$ cat config.mk
export PLATFORM = sky130hd
export DESIGN_NAME = counter_param
export DESIGN_NICKNAME = d
export VERILOG_FILES = /design/src/rtl/counter_param.sv
export SDC_FILE = /design/constraint.sdc
export NUM_CORES = 1
export LEC_CHECK = 0
export BUFFER_PORTS_ARGS = -buffer_cell sky130_fd_sc_hd__buf_2
export CORE_AREA = 4 4 41 43
export DETAILED_ROUTE_END_ITERATION = 10
export DIE_AREA = 0 0 45 47
export SKIP_LAST_GASP = 1
export SLEW_MARGIN = 20
export SYNTH_ARGS = -nofsm -noshare
export SYNTH_HDL_FRONTEND = slang
export SYNTH_SLANG_ARGS = --single-unit
$ cat constraint.sdc
create_clock -name clk -period 3.5 [get_ports clk]
set_input_delay 0.175 -clock clk [delete_from_list [all_inputs] [get_ports clk]]
set_output_delay 0.175 -clock clk [all_outputs]
set_load 0.02 [all_outputs]
$ cat src/rtl/counter_param.sv
// counter_param: parametrised up/down counter, wrap or saturate mode,
// synchronous clear, optional clamped parallel load, registered tc pulse.
// Ports: clk, rst (sync, active high), en, up, sat, clear,
//   load/load_val (only with COUNTER_PARAM_LOAD_EN), count, tc.
// Macro COUNTER_PARAM_LOAD_EN adds the load/load_val ports and load path.
module counter_param #(
  parameter int WIDTH   = 3,
  parameter int MODULUS = 8
) (
  input  logic             clk,
  input  logic             rst,
  input  logic             en,
  input  logic             up,
  input  logic             sat,
  input  logic             clear,
`ifdef COUNTER_PARAM_LOAD_EN
  input  logic             load,
  input  logic [WIDTH-1:0] load_val,
`endif
  output logic [WIDTH-1:0] count,
  output logic             tc
);

  // Bounds held one bit wider so MODULUS = 2^WIDTH compares correctly.
  localparam logic [WIDTH:0]   MAX = (WIDTH+1)'(MODULUS - 1);
  localparam logic [WIDTH-1:0] TOP = WIDTH'(MODULUS - 1);

  logic [WIDTH:0]   cext;
  logic             at_top;
  logic             at_bot;
  logic [WIDTH-1:0] step_cnt;
  logic             step_tc;

  assign cext   = {1'b0, count};
  assign at_top = (cext >= MAX);
  assign at_bot = (cext == '0);

  always_comb begin
    step_cnt = count;
    step_tc  = 1'b0;
    if (up) begin
      if (!at_top) begin
        step_cnt = count + 1'b1;
      end else begin
        step_tc  = 1'b1;
        step_cnt = sat ? TOP : '0;
      end
    end else begin
      if (!at_bot) begin
        step_cnt = count - 1'b1;
      end else begin
        step_tc  = 1'b1;
        step_cnt = sat ? '0 : TOP;
      end
    end
  end

`ifdef COUNTER_PARAM_LOAD_EN
  logic [WIDTH-1:0] load_clamped;
  assign load_clamped = ({1'b0, load_val} > MAX) ? TOP : load_val;
`endif

  always_ff @(posedge clk) begin
    if (rst) begin
      count <= '0;
      tc    <= 1'b0;
    end else if (clear) begin
      count <= '0;
      tc    <= 1'b0;
`ifdef COUNTER_PARAM_LOAD_EN
    end else if (load) begin
      count <= load_clamped;
      tc    <= 1'b0;
`endif
    end else if (en) begin
      count <= step_cnt;
      tc    <= step_tc;
    end else begin
      tc    <= 1'b0;
    end
  end

endmodule
==> results by group <==
STA
  • Final hold violations: 0
  • Crit share post-route: 44.3%
  • Slew @ Worst Pin: 0.313 ns
  • Max_slew headroom: 79.1%
  • WHS: 0.217 ns
  • Setup-failing EPs final: 0
  • Total negative slack: 0 ns
  • RSZ-0062 raised after global routing: false
  • Slew Limit Fails: 0
  • Min cycle time layout: 1.55 ns
  • Fmax: 0.645 GHz
  • Worst Skew: 0.00342 ns

Critical path
  • CP endpoint kind: register
  • RR Startpoint: count[0]
  • WS Path Type: reg2reg
  • Worst Path Arrival: 1.67 ns
  • Max FO, Critical Path: 7
  • Type of origin of the critical path: register
  • Worst Setup SP: count[0]
  • Critical Path RT: 3.62 ns

Yosys
  • Post-synth ARST share: 0%
  • Share of the synthesized area in the top cell type: 24.5%
  • Synth Register Bits: 4
  • Synth area leaders: dfxtp_1 25%, ha_1 15%, a21oi_1 6.1%
  • EDFF count, synth: 0
  • Register area share after synthesis: 24.5%
  • Dominant cell type by area after synthesis: dfxtp_1
  • Cell area after technology mapping: 327 µm²
  • Synth unique cells: 20
  • Mapped Avg Cell Area: 8.16 µm²
  • Syn_nets: 50
  • Top FF cell, synth: dfxtp_1
  • Post-synthesis cell count: 40
  • Yosys warns: 0

Drt
  • DRC violations left: 0
  • Initial DRC Count: 10
  • Routed wire length: 725 µm
  • Wire per inst: 11.0 µm
  • Total number of vias: 334
  • Pre-Repair DR Iteration Count: 4
  • DRT antenna net count: 0
  • Via-per-instance ratio: 5.06

Global route
  • First-pass GRT wire length: 1370 µm
  • Total gr overflow: 0
  • Initial antenna violation count: 0
  • Pin count of the biggest net entering global routing: 11
  • Number of global-route vias before repair: 320
  • GRT Overall Usage: 9.32%

Cells and area
  • Nets: 63
  • Register area: 80.1 µm²
  • P&R area growth vs syn: 23.0%
  • Multi-input gate area: 224 µm²
  • # fillers: 143
  • Fin area: 402 µm²
  • Layout cells sized above 1: 29.4%
  • N_diodes: 0

Clock network
  • Post-CTS Setup Bufs: 0
  • Resized cells post-CTS: 0
  • Root buf cell: clkbuf_4
  • Clk buf depth: 2
  • Clk slew on worst S/H paths: 0.04 ns
  • H-tree level count: 1
  • CTS Buf Count: 3
  • Number of buffers inserted by hold repair at cts: 0
  • CTS tree: done
  • Worst skew pair latency: 0.23 ns
  • # clock sinks: 4

Pwr
  • Sw Share: 27.3%
  • Static leakage: 0.166 nW
  • Comb power frac: 20.8%
  • Power Density: 336 nW/µm²
  • Power share of the sequential group: 37.4%
  • Net Sw Power: 0.0369 mW
  • Worst VDD drop: 0.000180 V
  • Pint: 0.0981 mW
  • Clock share of power: 41.8%

Place
  • # port buffers: 9
  • Placement Cell Area: 379 µm²
  • HPWL after detailed placement: 551 µm
  • Routability cong.: 0.767

Run
  • Max-cap violations: 0

Outcome
  • Outcome: finished, final reports clean

Floorplanning
  • I/O Pins: 10
  • DIE AREA: 2120 µm²
  • Initial Utilization: 25.1%
  • Die Wd: 45 µm
  • Core area: 1300 µm²
  • Site row count: 13
  • Die Span Y: 47 µm

Worst hold path
  • Hold Startpoint: en
  • Hold Path Class: in2reg
==> synth_stat cells (2+ instances only) <==
| cell type | count |
|---|---|
| o31ai_1 | 2 |
| ha_1 | 4 |
| o21ai_0 | 4 |
| inv_1 | 3 |
| nand3_1 | 2 |
| a21oi_1 | 4 |
| nand2_1 | 2 |
| nor2b_1 | 2 |
| nor2_1 | 3 |
| dfxtp_1 | 4 |
==> per-stage QoR <==
step,std cells,setup slack [ns],utilization (%),total power [mW]
after floorplan,40,1.96,-,0.0705
after CTS,66,1.96,30.9,0.138
final,66,1.95,30.9,0.135
after global placement,63,1.97,29.1,0.0793
after detailed placement,63,1.97,29.1,0.0790
after global routing,66,1.80,30.9,0.148
==> layout by cell type, fill, tap and decap left out <==
cell,n
a311oi_1,1
clkbuf_4,3
a21oi_1,4
nor2b_1,2
or3b_4,1
a21oi_2,1
o21ai_0,4
inv_1,3
dfxtp_1,4
nand2_1,2
a31oi_1,1
buf_2,9
a211oi_1,1
nand4b_1,1
nand3_1,2
ha_1,4
o31ai_1,2
nor3_1,1
nor2_1,3
o221ai_2,1
nand2b_1,1
==> sequential cells by signal, summed over array words and instances (netlist names) <==
name	count
tc	1
count	3
==> layer usage <==
layer	up-vias	GRT usage (%)	wire (µm)
met5	-	0	0
met4	0	1.75	0
met3	0	6.90	75
met2	16	13.0	288
met1	148	11.6	361
li1	170	-	-
==> power by group through the flow <==
| stage | combinational (mW) | clock, mW | sequential, mW |
|---|---|---|---|
| after floorplan | 0.0176 | 0 | 0.0529 |
| after global placement | 0.0282 | 0 | 0.0511 |
| after detailed placement | 0.0279 | 0 | 0.0511 |
| after CTS | 0.0280 | 0.0590 | 0.0505 |
| after global routing | 0.0322 | 0.0645 | 0.0511 |
| final | 0.0281 | 0.0564 | 0.0505 |
==> layout make-up <==
class                           count  area share (%)
Multi-Input combinational cell     32            55.8
Inverter                            3            2.80
Clock buffer                        3            5.61
Sequential cell                     4            19.9
Timing Repair Buffer                9            11.2
Tap cell                           15            4.67
==> critical path, stage by stage (launching register included) <==
cell,delay [ns]
dfxtp_1,0.42
inv_1,0.10
ha_1,0.24
or3b_4,0.26
o221ai_2,0.11
a311oi_1,0.24
nor2_1,0.08
==> logic make-up (layout without fill, tap and decap cells) <==
kind of cell / Yosys count / count (layout) / share of synthesized area [%]
AOI/OAI and AO/OA: 15 / 15 / 31.0
and+or+nand+nor: 13 / 13 / 22.2
adders and majority gates: 4 / 4 / 15.3
buffers and inverters: 4 / 15 / 6.90
DFF: 4 / 4 / 24.5
==> final timing paths <==
| check | end | depth (start not counted) | slack [ns] |
|---|---|---|---|
| worst min register to register | count[1] | 2 | 0.63 |
| worst min-delay path | count[0] | 2 | 0.22 |
| worst max-delay path | count[1] | 6 | 1.95 |
| worst max register to register | count[1] | 6 | 1.95 |
Note: power is estimated with default switching activity, not from simulation.
